===== src/rtl/gcn_agg_pkg.sv =====
// gcn_agg_pkg: shared FSM state encoding and timing constants for the GCN aggregation engine
package gcn_agg_pkg;
  typedef enum logic [3:0] {
    IDLE, CLEAR, EDGE_RD, EDGE_CAP, ROWB_RD, ROWB_ACC, ROWA_RD, ROWA_ACC, ARGMAX, DONE
  } agg_state_t;
  localparam int CYCLES_PER_EDGE = 6;
endpackage


===== src/rtl/gcn_row_argmax.sv =====
// gcn_row_argmax: combinational unsigned argmax over one row, ties resolve to the lowest column
module gcn_row_argmax
  import gcn_agg_pkg::*;
#(
  parameter int WEIGHT_COLS = 3,
  parameter int AGG_WIDTH = 19,
  parameter int CLASS_W = $clog2(WEIGHT_COLS)
) (
  input  logic [WEIGHT_COLS*AGG_WIDTH-1:0] row,
  output logic [CLASS_W-1:0]               cls
);
  logic [AGG_WIDTH-1:0] best;
  always_comb begin
    best = row[AGG_WIDTH-1:0];
    cls = '0;
    for (int c = 1; c < WEIGHT_COLS; c++)
      if (row[c*AGG_WIDTH +: AGG_WIDTH] > best) begin
        best = row[c*AGG_WIDTH +: AGG_WIDTH];
        cls = CLASS_W'(c);
      end
  end
endmodule


===== src/rtl/gcn_aggregation_engine.sv =====
// gcn_aggregation_engine: walks the COO edge list accumulating FM_WM rows per node, then emits per-node argmax
module gcn_aggregation_engine
  import gcn_agg_pkg::*;
#(
  parameter int FEATURE_ROWS = 6,
  parameter int WEIGHT_COLS = 3,
  parameter int NUM_EDGES = 6,
  parameter int DOT_WIDTH = 16,
  parameter int AGG_WIDTH = DOT_WIDTH + 3,
  parameter int NODE_W = $clog2(FEATURE_ROWS),
  parameter int EDGE_W = $clog2(NUM_EDGES),
  parameter int CLASS_W = $clog2(WEIGHT_COLS)
) (
  input  logic                             clk,
  input  logic                             reset,
  input  logic                             start,
  output logic                             coo_read_en,
  output logic [EDGE_W-1:0]                coo_address,
  input  logic [2*NODE_W-1:0]              coo_data_in,
  output logic                             fm_wm_read_en,
  output logic [NODE_W-1:0]                fm_wm_row_address,
  input  logic [WEIGHT_COLS*DOT_WIDTH-1:0] fm_wm_row_data,
  output logic [FEATURE_ROWS*CLASS_W-1:0]  y,
  output logic                             busy,
  output logic                             done
);
  agg_state_t state, state_n;
  logic [AGG_WIDTH-1:0] acc [FEATURE_ROWS][WEIGHT_COLS];
  logic [AGG_WIDTH-1:0] row_ext [WEIGHT_COLS];
  logic [WEIGHT_COLS*AGG_WIDTH-1:0] arg_row;
  logic [EDGE_W-1:0] edge_cnt;
  logic [NODE_W-1:0] node_cnt, node_a, node_b;
  logic [CLASS_W-1:0] cls;
  logic in_rng, last_edge, last_node;

  for (genvar c = 0; c < WEIGHT_COLS; c++) begin : g_col
    assign row_ext[c] = AGG_WIDTH'(fm_wm_row_data[c*DOT_WIDTH +: DOT_WIDTH]);
    assign arg_row[c*AGG_WIDTH +: AGG_WIDTH] = acc[node_cnt][c];
  end

  gcn_row_argmax #(.WEIGHT_COLS(WEIGHT_COLS), .AGG_WIDTH(AGG_WIDTH), .CLASS_W(CLASS_W)) u_argmax (
    .row(arg_row),
    .cls(cls)
  );

  // an edge touching a nonexistent node contributes nothing to either end
  assign in_rng = ({1'b0, node_a} < (NODE_W+1)'(FEATURE_ROWS)) && ({1'b0, node_b} < (NODE_W+1)'(FEATURE_ROWS));
  assign last_edge = edge_cnt == EDGE_W'(NUM_EDGES - 1);
  assign last_node = node_cnt == NODE_W'(FEATURE_ROWS - 1);

  always_ff @(posedge clk or posedge reset)
    if (reset) state <= IDLE;
    else state <= state_n;

  always_comb begin
    state_n = state;
    coo_read_en = 1'b0;
    fm_wm_read_en = 1'b0;
    coo_address = edge_cnt;
    fm_wm_row_address = node_a;
    case (state)
      IDLE:     state_n = start ? CLEAR : IDLE;
      CLEAR:    state_n = EDGE_RD;
      EDGE_RD:  begin coo_read_en = 1'b1; state_n = EDGE_CAP; end
      EDGE_CAP: state_n = ROWB_RD;
      ROWB_RD:  begin fm_wm_read_en = 1'b1; fm_wm_row_address = node_b; state_n = ROWB_ACC; end
      ROWB_ACC: state_n = ROWA_RD;
      ROWA_RD:  begin fm_wm_read_en = 1'b1; state_n = ROWA_ACC; end
      ROWA_ACC: state_n = last_edge ? ARGMAX : EDGE_RD;
      ARGMAX:   state_n = last_node ? DONE : ARGMAX;
      DONE:     state_n = start ? CLEAR : DONE;
      default:  state_n = IDLE;
    endcase
    busy = state != IDLE && state != DONE;
    done = state == DONE;
  end

  always_ff @(posedge clk or posedge reset)
    if (reset) begin
      for (int n = 0; n < FEATURE_ROWS; n++)
        for (int c = 0; c < WEIGHT_COLS; c++) acc[n][c] <= '0;
      edge_cnt <= '0;
      node_cnt <= '0;
      node_a <= '0;
      node_b <= '0;
      y <= '0;
    end else
      case (state)
        CLEAR: begin
          for (int n = 0; n < FEATURE_ROWS; n++)
            for (int c = 0; c < WEIGHT_COLS; c++) acc[n][c] <= '0;
          edge_cnt <= '0;
          node_cnt <= '0;
        end
        EDGE_CAP: {node_a, node_b} <= coo_data_in;
        ROWB_ACC:
          if (in_rng)
            for (int c = 0; c < WEIGHT_COLS; c++) acc[node_a][c] <= acc[node_a][c] + row_ext[c];
        ROWA_ACC: begin
          if (in_rng && node_a != node_b)
            for (int c = 0; c < WEIGHT_COLS; c++) acc[node_b][c] <= acc[node_b][c] + row_ext[c];
          if (!last_edge) edge_cnt <= edge_cnt + 1'b1;
        end
        ARGMAX: begin
          y[node_cnt*CLASS_W +: CLASS_W] <= cls;
          if (!last_node) node_cnt <= node_cnt + 1'b1;
        end
        default: ;
      endcase
endmodule


===== config.mk =====
export PLATFORM = sky130hd
export DESIGN_NAME = gcn_aggregation_engine
export DESIGN_NICKNAME = d
export VERILOG_FILES = /design/src/rtl/gcn_agg_pkg.sv /design/src/rtl/gcn_row_argmax.sv /design/src/rtl/gcn_aggregation_engine.sv
export SDC_FILE = /design/constraint.sdc
export NUM_CORES = 2
export LEC_CHECK = 0
export ABC_CLOCK_PERIOD_IN_PS = 13000
export BUFFER_PORTS_ARGS = -buffer_cell sky130_fd_sc_hd__clkbuf_2
export CAP_MARGIN = 25
export CORE_ASPECT_RATIO = 1.1
export CORE_MARGIN = 2
export CORE_UTILIZATION = 45
export DETAILED_ROUTE_END_ITERATION = 6
export PLACE_DENSITY = 0.74
export SLEW_MARGIN = 20
export SYNTH_ARGS = -nofsm -noshare
export SYNTH_HDL_FRONTEND = slang
export SYNTH_SLANG_ARGS = --single-unit

===== constraint.sdc =====
create_clock -name clk -period 13 [get_ports clk]
set_input_delay 2.6 -clock clk [delete_from_list [all_inputs] [get_ports clk]]
set_output_delay 2.6 -clock clk [all_outputs]
set_load 0.02 [all_outputs]

==> impl_metrics.json <==
{
  "setup_viol": 0,
  "vias_per_cell": 7.263,
  "worst_skew_pair.late_latency_ns": 0.61,
  "crit-reg2reg-launch": "node_cnt[1]",
  "grt_antenna_before_repair": 0,
  "number_of_clock_buffers_inserted_by_tritoncts": 44,
  "worst_setup_end_kind": "register",
  "global_placer_s_final_weighted_congestion": 1.024,
  "worstHoldStart": "y[7]",
  "path_buf_inv": 5,
  "postLayoutCoreUtil_pct": 49.46,
  "setup_total_negative_slack_ns": 0,
  "period_needed_ns": 7.239,
  "clock-sinks": 370,
  "worstHoldPathCells": 2,
  "layout-drive-gt1-share_pct": 12.05,
  "cts_resized": 0,
  "globalRoute.totalOverflow": 0,
  "clock_power_share_pct": 15.1,
  "vias": 29313,
  "timing.reg2reg.setup_slack_ns": 5.76,
  "portBuffers": 78,
  "fillerInstances": 5938,
  "cts.repair_timing.setup_buffer_count": 0,
  "post_synth_instance_area_um2": 28650,
  "final_area_um2": 31330,
  "power.share.sequential_pct": 23.7,
  "startpoint_type": "register",
  "fin_hold_ws_ns": 0.4829,
  "fp.dieArea_um2": 65700,
  "most-common-layout-cells": "381 x a22oi_1, 366 x dfrtp_1, 349 x nand2_1",
  "flip_flop_and_latch_count_after_synthesis": 370,
  "relSlewSlack_pct": 14.75,
  "fp.dieH_um": 268.6,
  "max-vdd-ir-drop_mv": 0.1759,
  "critical_path_peak_fanout": 55,
  "worst-setup-path-type": "register to register",
  "syn_inst_count": 3183,
  "max_clock_freq_ghz": 0.1381,
  "synth-seq-area-share_pct": 32.32,
  "track_usage_pct": 36.16,
  "synth.lib_cells_used.distinct": 90,
  "dominantRegCellSynth": "dfrtp_1",
  "cp_data_arrival_time_ns": 7.76,
  "worst-r2r-cell-count": 24,
  "min_delay_worst_endpoint": "y[7]",
  "report.final.slew_viol_count": 0,
  "tritoncts": "done",
  "cpPeakStageDelay_ns": 0.64,
  "power_total_mw": 8.476,
  "grt_max_degree": 124,
  "grt_pass1_vias": 28037,
  "cts-hold-fix-buffers": 0,
  "final-hold-violation-count": 0,
  "post_dp_cell_area_um2": 29880,
  "result_of_the_run": "finished clean",
  "regToRegEndpoint": "y[2]",
  "std_cell_rows": 97,
  "htree_num_levels": 2,
  "coreArea_um2": 63350,
  "final_period_utilization_pct": 55.69,
  "fin_skew_ns": 0.02657,
  "power.static_leakage_nw": 12.79,
  "cts_root_buffer": "clkbuf_16",
  "critical-path-slowest-cell": "buf_4",
  "drt.antenna.violating_nets": 0,
  "routed_wl_um": 121200,
  "power_density_nw_per_um2": 270.5,
  "p_int_mw": 3.897,
  "yosys_warnings": 0,
  "fin_nets": 3366,
  "rsz0062_at_grt": "false",
  "maxCapViolations": 0,
  "number_of_optimization_iterations_in_the_first_detailed_route_pass": 7,
  "crit_chain": "buf_4, inv_1, nand2_2, buf_4, o21ai_0, ha_1, nor2b_1, o21a_1, o21a_1, o21a_1, o31a_1, o21ai_2, buf_4, o21ai_0, ha_1, nor2b_1, o21a_1, o21bai_1, a31oi_1, a2111oi_0, buf_4, nor2_1, or2_2, o31ai_1",
  "fp.dieW_um": 244.6,
  "power_share_of_the_combinational_group_pct": 61.2,
  "synth-async-reset-ratio_pct": 100.0,
  "mappedNetlistNets": 3388,
  "grt_first_pass_wirelength_um": 179800,
  "worstHoldPathType": "register to register",
  "hpwlAfterDp_um": 77060,
  "worst_setup_hold_path_clk_slew_ns": 0.06,
  "flow.area_growth_from_synthesis_pct": 9.378,
  "mostFrequentLayoutCell": "a22oi_1",
  "drt_iter0_drc": 4740,
  "net-switching-power_mw": 4.578,
  "synth_enable_flop_cells": 0,
  "io_pins": 79,
  "path_delay_family": "compound AO/OA/AOI/OAI gates",
  "netSwitchingFraction_pct": 54.02,
  "worst-slew-pin-transition_ns": 1.274,
  "required_ns": 13.52,
  "diodes": 0,
  "initial_utilization_pct": 45.22,
  "avgSynthCellArea_um2": 9.000,
  "remaining_drc_errors": 0,
  "route.detailed.wl_per_inst_um": 30.04,
  "clock_tree.buffer_depth": 3
}
-- final cells by class --
type | count | area (µm²) | share of cell area (%)
Sequential cell | 370 | 9269 | 29.58
Tap cell | 841 | 1052 | 3.358
Clock inverter | 8 | 100.1 | 0.3195
Timing Repair Buffer | 162 | 1044 | 3.330
Multi-Input combinational cell | 2540 | 18360 | 58.60
Clock buffer | 72 | 1338 | 4.269
Inverter | 43 | 168.9 | 0.5391
-- power groups by stage --
stage               clock [mW]  combinational (mW)  sequential (mW)
finish                    1.28                5.19             2.01
global route              1.32                5.49             2.04
CTS                       1.27                4.94             1.98
detailed placement           0                4.91             1.99
global placement             0                4.86             1.99
floorplan                    0                3.42             1.80
-- registers in the layout, summed over array words and instances, names as in the netlist --
signal       flops
state            4
y               12
node_cnt         3
coo_address      3
node_b           3
node_a           3
acc            342
-- Yosys cell counts (24+ instances only) --
| cell | n | area [µm²] |
|---|---|---|
| a22oi_1 | 381 | 2860 |
| dfrtp_1 | 370 | 9259 |
| nand2_1 | 352 | 1321 |
| o21ai_0 | 275 | 1376 |
| nor2_1 | 174 | 653.1 |
| clkbuf_1 | 153 | 574.3 |
| ha_1 | 142 | 1777 |
| mux2i_1 | 138 | 1381 |
| a21oi_1 | 127 | 635.6 |
| nand3_1 | 114 | 570.6 |
| o221ai_1 | 95 | 832.1 |
| o22ai_1 | 75 | 469.2 |
| a221o_1 | 59 | 590.6 |
| xnor2_1 | 57 | 499.2 |
| a22o_1 | 56 | 490.5 |
| mux4_2 | 53 | 1194 |
| a21o_1 | 45 | 337.8 |
| buf_2 | 42 | 210.2 |
| inv_1 | 40 | 150.1 |
| mux2_2 | 40 | 450.4 |
| xor2_1 | 34 | 297.8 |
| nor3_1 | 29 | 145.1 |
| and2_1 | 24 | 150.1 |
-- logic make-up after synthesis --
kind of cell	Yosys count	synth area share [%]
compound gates	1259	30.93
xor+xnor	92	2.839
fa+ha+maj	148	6.622
buf+inv	273	3.996
flops	370	32.32
mux	231	10.56
simple gates	810	12.73
-- stage by stage --
stage               cells  setup slack, ns
CTS                  4035            6.064
floorplan            3183           0.1261
detailed placement   3955            6.121
global route         4036            5.569
global placement     3951            6.257
finish               4036            5.761
-- worst max path at each step --
stage | slack [ns] | to | from | cells after the start
CTS | 6.06 | y[2] | node_cnt[1] | 24
floorplan | 0.13 | acc[0] | reset | 1
global route | 5.57 | y[10] | node_cnt[1] | 25
finish | 5.76 | y[2] | node_cnt[1] | 24
detailed placement | 6.12 | y[2] | node_cnt[1] | 24
global placement | 6.26 | y[10] | node_cnt[0] | 23
-- per-layer routing --
metal  vias to the layer above  global-route usage (%)  wire length (µm)
met5                         -                       0                 0
met4                         0                   24.14              9582
met1                     13809                   45.49             43380
met2                      2498                   52.02             49900
met3                       664                   13.13             18370
li1                      12342                       -                 -
-- worst min-delay path, cell delays in order, from the launching register on --
cell and delay, ns:
dfrtp_1 0.34, nand2_1 0.04, o21ai_0 0.06
Note: power is estimated with default switching activity, not from simulation.
